File: src/rtl/sys_bus_arbiter_pkg.sv
// ============================================================================
// sys_bus_arbiter_pkg : master IDs and encodings shared by the bus arbiter
// Rev 1.0
// ============================================================================
`default_nettype none

package sys_bus_arbiter_pkg;

    localparam logic       M0          = 1'b0;
    localparam logic       M1          = 1'b1;
    localparam logic [3:0] BYTEEN_READ = 4'b0000;

    function automatic logic [7:0] sat_inc8(input logic [7:0] v);
        return (v == 8'hFF) ? v : v + 8'd1;
    endfunction

endpackage

`default_nettype wire

File: src/rtl/sys_bus_arbiter_arb_rr2.sv
// ============================================================================
// arb_rr2 : two-way round-robin / M0-priority picker with last-grant register
// Rev 1.0
// ============================================================================
`default_nettype none

module arb_rr2
    import sys_bus_arbiter_pkg::*;
#(
    parameter int CPU_PRIO = 1
) (
    input  logic       clk_i,
    input  logic       rst_ni,
    input  logic [1:0] req_i,
    input  logic       force_m1_i,
    output logic [1:0] gnt_o
);

    logic       last_q;
    logic       last_d;
    logic [1:0] gnt;

    always_comb begin
        gnt = 2'b00;
        if (force_m1_i) begin
            gnt = 2'b10;
        end else begin
            case (req_i)
                2'b01:   gnt = 2'b01;
                2'b10:   gnt = 2'b10;
                2'b11:   gnt = ((CPU_PRIO != 0) || (last_q == M1)) ? 2'b01 : 2'b10;
                default: gnt = 2'b00;
            endcase
        end
    end

    // No grant may escape while reset is held low.
    assign gnt_o  = gnt & {2{rst_ni}};
    assign last_d = gnt_o[1] ? M1 : (gnt_o[0] ? M0 : last_q);

    always_ff @(posedge clk_i or negedge rst_ni) begin
        if (!rst_ni) begin
            last_q <= M1;
        end else begin
            last_q <= last_d;
        end
    end

endmodule

`default_nettype wire

File: src/rtl/sys_bus_arbiter.sv
// ============================================================================
// sys_bus_arbiter : shares the bridge master port between CPU (M0) and DMA (M1)
// Rev 1.0
// ============================================================================
`default_nettype none

module sys_bus_arbiter
    import sys_bus_arbiter_pkg::*;
#(
    parameter int CPU_PRIO = 1,
    parameter int MAX_WAIT = 8,
    parameter int MAX_LOCK = 16
) (
    input  logic        clk_i,
    input  logic        rst_ni,
    input  logic        m0_req_i,
    input  logic [31:0] m0_addr_i,
    input  logic [31:0] m0_wdata_i,
    input  logic [3:0]  m0_byteen_i,
    output logic        m0_gnt_o,
    output logic [31:0] m0_rdata_o,
    output logic        m0_rvalid_o,
    input  logic        m1_req_i,
    input  logic [31:0] m1_addr_i,
    input  logic [31:0] m1_wdata_i,
    input  logic [3:0]  m1_byteen_i,
    input  logic        m1_lock_i,
    output logic        m1_gnt_o,
    output logic [31:0] m1_rdata_o,
    output logic        m1_rvalid_o,
    output logic [31:0] br_addr_o,
    output logic [31:0] br_wdata_o,
    output logic [3:0]  br_byteen_o,
    input  logic [31:0] br_rd_i
);

    localparam logic [7:0] MAX_WAIT_C = 8'(MAX_WAIT);
    localparam logic [7:0] MAX_LOCK_C = 8'(MAX_LOCK);

    logic [7:0]  wait_cnt_q, wait_cnt_d;
    logic [7:0]  lock_cnt_q, lock_cnt_d;
    logic        locked_q,   locked_d;
    logic [31:0] m0_rdata_q, m0_rdata_d;
    logic [31:0] m1_rdata_q, m1_rdata_d;
    logic        m0_rvalid_q, m0_rvalid_d;
    logic        m1_rvalid_q, m1_rvalid_d;

    logic [1:0]  gnt;
    logic        force_m1;
    logic [7:0]  lock_cnt_inc;

    // Lock hold and starvation guarantee both bypass the normal pick.
    assign force_m1 = m1_req_i & ((locked_q & (lock_cnt_q < MAX_LOCK_C)) |
                                  (wait_cnt_q >= MAX_WAIT_C));

    arb_rr2 #(
        .CPU_PRIO (CPU_PRIO)
    ) u_pick (
        .clk_i      (clk_i),
        .rst_ni     (rst_ni),
        .req_i      ({m1_req_i, m0_req_i}),
        .force_m1_i (force_m1),
        .gnt_o      (gnt)
    );

    assign m0_gnt_o     = gnt[0];
    assign m1_gnt_o     = gnt[1];
    assign lock_cnt_inc = lock_cnt_q + 8'd1;

    always_comb begin
        br_addr_o   = 32'd0;
        br_wdata_o  = 32'd0;
        br_byteen_o = 4'd0;
        if (gnt[0]) begin
            br_addr_o   = m0_addr_i;
            br_wdata_o  = m0_wdata_i;
            br_byteen_o = m0_byteen_i;
        end else if (gnt[1]) begin
            br_addr_o   = m1_addr_i;
            br_wdata_o  = m1_wdata_i;
            br_byteen_o = m1_byteen_i;
        end
    end

    always_comb begin
        m0_rvalid_d = gnt[0] & (m0_byteen_i == BYTEEN_READ);
        m1_rvalid_d = gnt[1] & (m1_byteen_i == BYTEEN_READ);
        m0_rdata_d  = m0_rvalid_d ? br_rd_i : m0_rdata_q;
        m1_rdata_d  = m1_rvalid_d ? br_rd_i : m1_rdata_q;

        wait_cnt_d = (gnt[1] || !m1_req_i) ? 8'd0 : sat_inc8(wait_cnt_q);

        locked_d   = locked_q;
        lock_cnt_d = lock_cnt_q;
        if (gnt[1]) begin
            // The lock budget includes the grant that acquires the lock.
            if (m1_lock_i && (lock_cnt_inc < MAX_LOCK_C)) begin
                locked_d   = 1'b1;
                lock_cnt_d = lock_cnt_inc;
            end else begin
                locked_d   = 1'b0;
                lock_cnt_d = 8'd0;
            end
        end else if (!m1_req_i && locked_q) begin
            locked_d   = 1'b0;
            lock_cnt_d = 8'd0;
        end
    end

    always_ff @(posedge clk_i or negedge rst_ni) begin
        if (!rst_ni) begin
            wait_cnt_q  <= 8'd0;
            lock_cnt_q  <= 8'd0;
            locked_q    <= 1'b0;
            m0_rdata_q  <= 32'd0;
            m1_rdata_q  <= 32'd0;
            m0_rvalid_q <= 1'b0;
            m1_rvalid_q <= 1'b0;
        end else begin
            wait_cnt_q  <= wait_cnt_d;
            lock_cnt_q  <= lock_cnt_d;
            locked_q    <= locked_d;
            m0_rdata_q  <= m0_rdata_d;
            m1_rdata_q  <= m1_rdata_d;
            m0_rvalid_q <= m0_rvalid_d;
            m1_rvalid_q <= m1_rvalid_d;
        end
    end

    assign m0_rdata_o  = m0_rdata_q;
    assign m1_rdata_o  = m1_rdata_q;
    assign m0_rvalid_o = m0_rvalid_q;
    assign m1_rvalid_o = m1_rvalid_q;

endmodule

`default_nettype wire
File: config.mk
export PLATFORM = sky130hd
export DESIGN_NAME = sys_bus_arbiter
export DESIGN_NICKNAME = d
export VERILOG_FILES = /design/src/rtl/sys_bus_arbiter_pkg.sv /design/src/rtl/sys_bus_arbiter_arb_rr2.sv /design/src/rtl/sys_bus_arbiter.sv
export SDC_FILE = /design/constraint.sdc
export NUM_CORES = 1
export LEC_CHECK = 0
export ABC_AREA = 0
export CAP_MARGIN = 10
export CORE_AREA = 2 2 119 121
export DETAILED_ROUTE_END_ITERATION = 8
export DIE_AREA = 0 0 121 123
export PLACE_DENSITY = 0.78
export SLEW_MARGIN = 20
export SYNTH_ARGS = -nofsm -noshare
export SYNTH_HDL_FRONTEND = slang
export SYNTH_SLANG_ARGS = --single-unit
export TNS_END_PERCENT = 20
File: constraint.sdc
create_clock -name clk_i -period 2.7 [get_ports clk_i]
set_input_delay 0.405 -clock clk_i [delete_from_list [all_inputs] [get_ports clk_i]]
set_output_delay 0.405 -clock clk_i [all_outputs]
set_load 0.05 [all_outputs]
# Word level (Yosys, flattened, before mapping)
# Cells that the tools add are included.
# op_classes
n_addsub,2
n_mul,0
div_mod_pow,0
order_cmp,3
eq_ne,5
n_shift,0
n_mux,16
n_bitwise,6
n_reduce_logical,8
# op_table
op,count
$mux W32,4
$mux W8,5
$add A8 B1 Y8 const B,2
$lt A8 B5 Y1 const B,2
$eq A8 B8 Y1 const B,1
$ge A8 B4 Y1 const B,1
$logic_not A4 Y1,2
$mux W4,2
$and A1 B1 Y1,4
$eq A2 B2 Y1 const B,2
$pmux W2 S2,1
$mux W1,3
$and A2 B2 Y2,1
$eq A2 B1 Y1 const B,1
$logic_and A1 B1 Y1,2
$mux W2,1
$ne A2 B2 Y1 const B,1
$reduce_bool A2 Y1,1
$reduce_or A2 Y1,1
$logic_not A1 Y1,1
$logic_or A1 B1 Y1,1
$or A1 B1 Y1,1
# word_totals
register_bits,83
latchBits,0
ram_bits,0
romBits,0
out_inout_bits,136
wordCells,47
memories,0

# Depth between registers and ports, before layout
# Gate-level depths: netlist of the first run.
# logic_depth
word_depth,8
ltp_mapped,7

# Cells and area by module
# Synthesis of the first run repeated with hierarchy kept, for this count alone.
# unflattened
hier_cells,318
hier_area_um2,4057.6
# by_module_without_submodules
mod,n_inst,cells_per_inst,area_each_um2
sys_bus_arbiter,1,314,4036.4
arb_rr2,1,4,21.3

# Worst setup path after synthesis of the first run
# No wires, ideal clock.
# synth_path
path_type,reg-to-output
start,reg wait_cnt_q[7]
end,out br_addr_o[25]
t_arrival_ns,2.225
path_slack_ns,0.070
stages_incl_launch_ff,6
path_buffers,1
cell_sequence,dfrtp_1 nor3_1 o211ai_2 a21oi_2 clkbuf_1 a22o_1
# synth_lines
element,line,text
from (decl),sys_bus_arbiter.sv:40,"logic [7:0] wait_cnt_q, wait_cnt_d;"
from (signal assigned),sys_bus_arbiter.sv:120,wait_cnt_q <= wait_cnt_d;
$ge A8 B4 Y1,sys_bus_arbiter.sv:54,(wait_cnt_q >= MAX_WAIT_C));
$or A1 B1 Y1,sys_bus_arbiter.sv:53,assign force_m1 = m1_req_i & ((locked_q & (lock_cnt_q < MAX_LOCK_C)) |
$and A1 B1 Y1,sys_bus_arbiter.sv:53,
$mux W2,sys_bus_arbiter_arb_rr2.sv:25,if (force_m1_i) begin
$and A2 B2 Y2,sys_bus_arbiter_arb_rr2.sv:38,assign gnt_o = gnt & {2{rst_ni}};
net m0_gnt_o,sys_bus_arbiter.sv:20,"output logic m0_gnt_o,"
$mux W32,sys_bus_arbiter.sv:74,if (gnt[0]) begin
to (decl),sys_bus_arbiter.sv:31,"output logic [31:0] br_addr_o,"
# The timed path passes the listed nets, and every way through them passes these cells.

# Worst setup path after layout of the first run
# layout_path
start,reg lock_cnt_q[6]
end,out br_addr_o[17]
# layout_between
elab_chain_cells,8
# layout_rtl
element,line,text
from (decl),sys_bus_arbiter.sv:41,"logic [7:0] lock_cnt_q, lock_cnt_d;"
from (signal assigned),sys_bus_arbiter.sv:121,lock_cnt_q <= lock_cnt_d;
$lt A8 B5 Y1 (*),sys_bus_arbiter.sv:53,
$and A1 B1 Y1 (*),sys_bus_arbiter.sv:53,
$or A1 B1 Y1 (*),sys_bus_arbiter.sv:53,
$and A1 B1 Y1 (*),sys_bus_arbiter.sv:53,
$mux W2 (*),sys_bus_arbiter_arb_rr2.sv:25,
$and A2 B2 Y2 (*),sys_bus_arbiter_arb_rr2.sv:38,
$mux W32,sys_bus_arbiter.sv:78,end else if (gnt[1]) begin
$mux W32 (*),sys_bus_arbiter.sv:74,
# Every way passes the cells marked *; elsewhere a longest branch is shown, timed or not.

==> results.ini, run 1 <==
[run_status]
run_status=finished, violations left
violations=setup timing

[detailed_routing]
wl_per_cell_um=24.0
viasPerCell=5.20
ant_nets=0
wl_mm=19.8
remaining_drc_errors=0
drt_first_pass_iters=4
vias=4289
drt_iter0_drc=346

[pwr]
seqPwrFrac_pct=29.1
p_leak_uw=0.00411
switching_power_uw=1910
clockPowerShare_pct=25.2
p_int_uw=3370
comb_power_share_pct=45.7
finalPower_uw=5280
switching_share_pct=36.2
p_per_area_mw_per_mm2=564
peakVddDrop_mv=0.419

[global_route]
grt_usage_pct=25.6
grt_pass1_vias=4736
grt_first_pass_wirelength_mm=28.4
grt_antenna_before_repair=1
grt_max_degree=85
globalRouteOverflowTotal=0

[setup_path]
cp.required_ns=2.30
endpoint=br_addr_o[17]
setup.worst_path.start=lock_cnt_q[6]
reg2reg_depth=8
crit_type=flop to output pin
critPathArrivalTime_ns=2.40
critPathCaptureType=output pin
r2r-start=lock_cnt_q[6]
crit_fanout=7
r2r-end=m1_rdata_o[16]
start_kind=flop
r2r_slack_ns=0.21

[synthesis]
seq_area_frac_synth_pct=50.0
yosysWarnings=0
syn_area_per_cell_um2=13.1
ys_ff_latch=83
async_flop_share_pct=100
synth_area_leaders=dfrtp_1, a22o_1, mux2_4, mux2_2, nor2_1
syn-cell-area_mm2=0.00415
synth_top_cell_area_share_pct=50.0
syn_inst=317
synth-edff-count=0
yosys-top-cells-count=dfrtp_1, a22o_1, mux2_2, mux2_4, nor2_1
ys.flop_type=dfrtp_1
synth_cell_types=42
yosysMostFrequentCell=dfrtp_1
synth_nets=493
synth_top_cell_by_area=dfrtp_1

[timing]
fin_skew_ns=0.00882
slew_viol_final=0
relSlewSlack_pct=48.8
fin_ws_ns=-0.105
min_period_over_period_pct=104
worstMarginPinSlew_ns=0.768
rsz0062_at_grt=yes
hold_viol=0
setup_viol=69
period_minus_slack_ns=2.80
max_freq_ghz=0.357

[placement]
io_buffers=308
place_congestion=0.885
placed_area_mm2=0.00814
hpwl_mm=14.0
dp_slack_ns=0.118
dp.cells=792

[clock_tree]
cts_sinks=83
numCtsBuffers=9
cts_tree=done
clkTransAtPathRegs_ns=0.06
cts_hold_buf=0
clock-root-buffer=clkbuf_16
clk_latency_ns=0.33
clockBufferDepth=2
htree_levels=3

[floorplanning]
die_w_um=121
rows=43
die-area_mm2=0.0149
core-area_mm2=0.0136
start_util_pct=30.5
fp.dieH_um=123
io_pins=309

[final_layout]
final_nets=815
fin_util_pct=68.7
drive_gt1_share_pct=38.5
finalInstanceArea_mm2=0.00936
fin_cells=825
syn_to_final_growth_pct=125

[min_path]
worstHoldPathType=primary input to asynchronous set/reset pin

[flow_run]
cap_violations=0

==> flip-flops by register name, indices dropped and copies added, names as in the netlist <==
| signal | cells |
|---|---|
| m1_rvalid_o | 1 |
| wait_cnt_q | 8 |
| m1_rdata_o | 32 |
| m0_rvalid_o | 1 |
| lock_cnt_q | 8 |
| m0_rdata_o | 32 |
| locked_q | 1 |
==> what timing repair did <==
action	CTS	global route
resized for setup	58	22
buffers inserted	9	0
endpoints found under the hold margin	0	0
endpoints found under the setup margin	68	69
gates cloned	4	3
pin swaps	5	6
==> power by group through the flow <==
stage | combinational (uW) | sequential, uW | clock (uW)
detailed placement | 2240 | 1550 | 0
global route | 2490 | 1560 | 1410
global placement | 2220 | 1550 | 0
CTS | 2370 | 1540 | 1350
finish | 2410 | 1540 | 1330
floorplan | 579 | 2140 | 0
==> kinds of logic (layout without fill, tap and decap cells) <==
family / count (synthesis) / after routing / share of synthesized area [%]
compound gates: 85 / 85 / 17.6
mux: 65 / 65 / 20.3
other cells: 0 / 1 / 0
buf+inv: 26 / 353 / 3.47
simple gates: 53 / 53 / 7.30
flops: 83 / 83 / 50.0
fa+ha+maj: 3 / 3 / 0.905
xor+xnor: 2 / 2 / 0.422
==> cell usage in the layout, fill, tap and decap left out, types with 3 or more instances in the layout <==
cell	instances
nor3_1	5
and3_1	7
dfrtp_1	83
a22o_1	6
nand2_1	5
ha_1	3
clkbuf_16	12
inv_1	4
buf_6	4
mux2_4	29
buf_4	7
clkdlybuf4s50_1	237
buf_16	4
a22o_4	63
nor2_1	12
and2_1	6
buf_12	77
mux2_2	36
==> layer usage <==
layer,track usage [%],wire length (um)
met5,0,0
met4,11.1,833
met2,45.5,10300
met1,27.8,6830
met3,8.44,1800
==> worst max-delay path, stage by stage, from the launching register on <==
cell,delay [ns]
dfrtp_1,0.38
or4b_4,0.55
o211ai_4,0.24
o211ai_2,0.14
inv_4,0.14
buf_12,0.13
buf_16,0.13
a22o_1,0.18
buf_12,0.15
==> metrics by stage <==
step,hold slack (ns),TNS [ns]
6_report,0.218,-4.26
3_3_place_gp,0.489,0
2_1_floorplan,0.109,0
5_1_grt,0.301,-7.64
4_1_cts,0.407,-7.63
3_5_place_dp,0.493,0
==> worst min path at each step <==
stage | startpoint | to
after floorplan | rst_ni | lock_cnt_q[0]
after global placement | m1_rdata_o[22] | m1_rdata_o[22]
after detailed placement | m0_rdata_o[16] | m0_rdata_o[16]
after CTS | rst_ni | locked_q
after global routing | rst_ni | locked_q
final | rst_ni | wait_cnt_q[7]
==> final cells by class <==
| class | count | area [um^2] |
|---|---|---|
| diodes | 1 | 2.50 |
| inverters | 5 | 21.3 |
| fillers | 904 | 4250 |
| multi-input cells | 208 | 2510 |
| clock inverters | 5 | 85.1 |
| repair buffers | 332 | 4200 |
| clock buffers | 11 | 243 |
| flip-flops and latches | 83 | 2080 |
| well taps | 180 | 225 |
Note: power is estimated with default switching activity, not from simulation.
==> inputs of run 2 (changes only) <==
--- a/config.mk
+++ b/config.mk
@@ -7,10 +7,10 @@
 export LEC_CHECK = 0
 export ABC_AREA = 0
 export CAP_MARGIN = 10
-export CORE_AREA = 2 2 119 121
+export CORE_AREA = 8 8 118 120
 export DETAILED_ROUTE_END_ITERATION = 8
-export DIE_AREA = 0 0 121 123
-export PLACE_DENSITY = 0.78
+export DIE_AREA = 0 0 126 128
+export PLACE_DENSITY = 0.87
 export SLEW_MARGIN = 20
 export SYNTH_ARGS = -nofsm -noshare
 export SYNTH_HDL_FRONTEND = slang
==> run 2 against run 1 <==
Net effect:
- the run still ends with setup timing left
- sequential power barely moved
- utilization rose by 5.5 points
- design area fell by 3.1%
- first-iteration DRC count fell by 36%
- sequential share of layout area rose by 0.71 points
- power fell by 3.5%
- worst hold slack improved by 0.29 ns
- setup slack got worse by 0.018 ns
- die area rose by 8.4%
- via count fell by 0.70%
- routed wire length rose by 3.0%
==> results.ini, run 2 (synthesized netlist as in run 1, its figures left out) <==
[clock_tree]
cts_tree=done
clk_latency_ns=0.33
htree_levels=3
clkTransAtPathRegs_ns=0.06
clockBufferDepth=2
numCtsBuffers=9
clock-root-buffer=clkbuf_16
cts_sinks=83

[setup_path]
cp.required_ns=2.30
crit_fanout=5
crit_type=flop to output pin
setup.worst_path.start=lock_cnt_q[5]
critPathArrivalTime_ns=2.42
reg2reg_depth=9
endpoint=br_addr_o[25]
r2r-end=lock_cnt_q[3]
r2r_slack_ns=0.15
critPathCaptureType=output pin
start_kind=flop
r2r-start=lock_cnt_q[5]

[placement]
place_congestion=0.995
io_buffers=308
hpwl_mm=15.7

[global_route]
grt.met1_usage_pct=26.4
globalRouteOverflowTotal=0
grt_antenna_before_repair=0
grt_max_degree=80
grt_use_met2_pct=42.6
grt_use_met3_pct=7.40
busiest_layer=met2
grt_first_pass_wirelength_mm=29.3
grt_usage_pct=23.8
grt_pass1_vias=4833

[final_layout]
syn_to_final_growth_pct=119
final_nets=817
drive_gt1_share_pct=35.6
fin_util_pct=74.3
final_cell_mix=clkdlybuf4s50_1, dfrtp_1, buf_12, a22o_4, mux2_2
final_common_cell=clkdlybuf4s50_1
n_antenna_cell=0

[detailed_routing]
wl_per_cell_um=25.6
drt_first_pass_iters=4
remaining_drc_errors=0
viasPerCell=5.35
vias=4259
drt_iter0_drc=221
wl_mm=20.4
ant_nets=0

[floorplanning]
start_util_pct=34.0
die-area_mm2=0.0161
rows=41
die_w_um=126
core-area_mm2=0.0122
fp.dieH_um=128
io_pins=309

[timing]
period_minus_slack_ns=2.82
worstMarginPinSlew_ns=0.587
tns_ns=-5.58
setup_viol=68
fin_ws_ns=-0.123
max_freq_ghz=0.354
rsz0062_at_grt=yes
relSlewSlack_pct=60.9
whs_ns=0.511
slew_viol_final=0
fin_skew_ns=0.00929
hold_viol=0
min_period_over_period_pct=105

[run_status]
violations=setup timing
run_status=finished, violations left

[pwr]
p_leak_uw=0.00398
seqPwrFrac_pct=30.2
p_per_area_mw_per_mm2=562
comb_power_share_pct=46.5
peakVddDrop_mv=0.299
p_int_uw=3150
switching_share_pct=38.2
switching_power_uw=1940
clockPowerShare_pct=23.2

[flow_run]
cap_violations=0

[min_path]
worstHoldPathType=flop to flop

-- run 2: cell type report --
cell class,instances,area (um^2)
timing repair buffer,334,4150
fill,762,3140
multi-input combinational,208,2340
sequential,83,2080
clock buffer,9,225
tap,150,188
clock inverter,7,65.1
inverter,5,21.3
-- run 2: worst min path at each step --
stage          slack [ns]  cells after the start        endpoint            from
6_report             0.51                      1  m1_rdata_o[29]  m1_rdata_o[29]
5_1_grt              0.52                      2   wait_cnt_q[6]          rst_ni
4_1_cts              0.49                      2   wait_cnt_q[6]          rst_ni
3_5_place_dp         0.23                      1   wait_cnt_q[5]          rst_ni
3_3_place_gp         0.22                      1   wait_cnt_q[5]          rst_ni
2_1_floorplan        0.11                      0   lock_cnt_q[0]          rst_ni
-- run 2: stage by stage --
step,area (um^2),cells,total power (uW),setup WS [ns]
floorplan,4150,317,2720,0.0699
detailed placement,8150,767,3820,0.215
global route,9070,796,5280,-0.191
global placement,8150,767,3760,0.273
CTS,8800,793,5080,-0.111
finish,9070,796,5100,-0.123
-- run 2: repair_timing --
action,CTS,global route
endpoints found under the setup margin,68,69
hold buffers,1,0
buffers inserted,7,1
pin swaps,16,11
cloned,2,1
resized for setup,34,26
hold endpoints to repair,4,0
-- run 2: power by group through the flow --
stage	clock network, uW	logic, uW	registers [uW]
after floorplan	0	579	2140
after global placement	0	2230	1540
after detailed placement	0	2260	1560
after CTS	1220	2330	1540
after global routing	1270	2450	1560
final	1180	2370	1540
-- run 2: critical path, cell delays in order, from the launching register on --
cell      delay, ns
dfrtp_1        0.39
or4b_4         0.56
o211ai_4       0.30
o211ai_4       0.14
inv_4          0.12
buf_12         0.14
buf_16         0.13
a22o_1         0.17
buf_12         0.14
-- run 2: per-layer routing --
layer / vias to the layer above / part of all wire [%]
li1: 1867 / -
met1: 2113 / 36
met2: 253 / 54
met3: 26 / 8.1
met4: 0 / 2.0
met5: - / 0
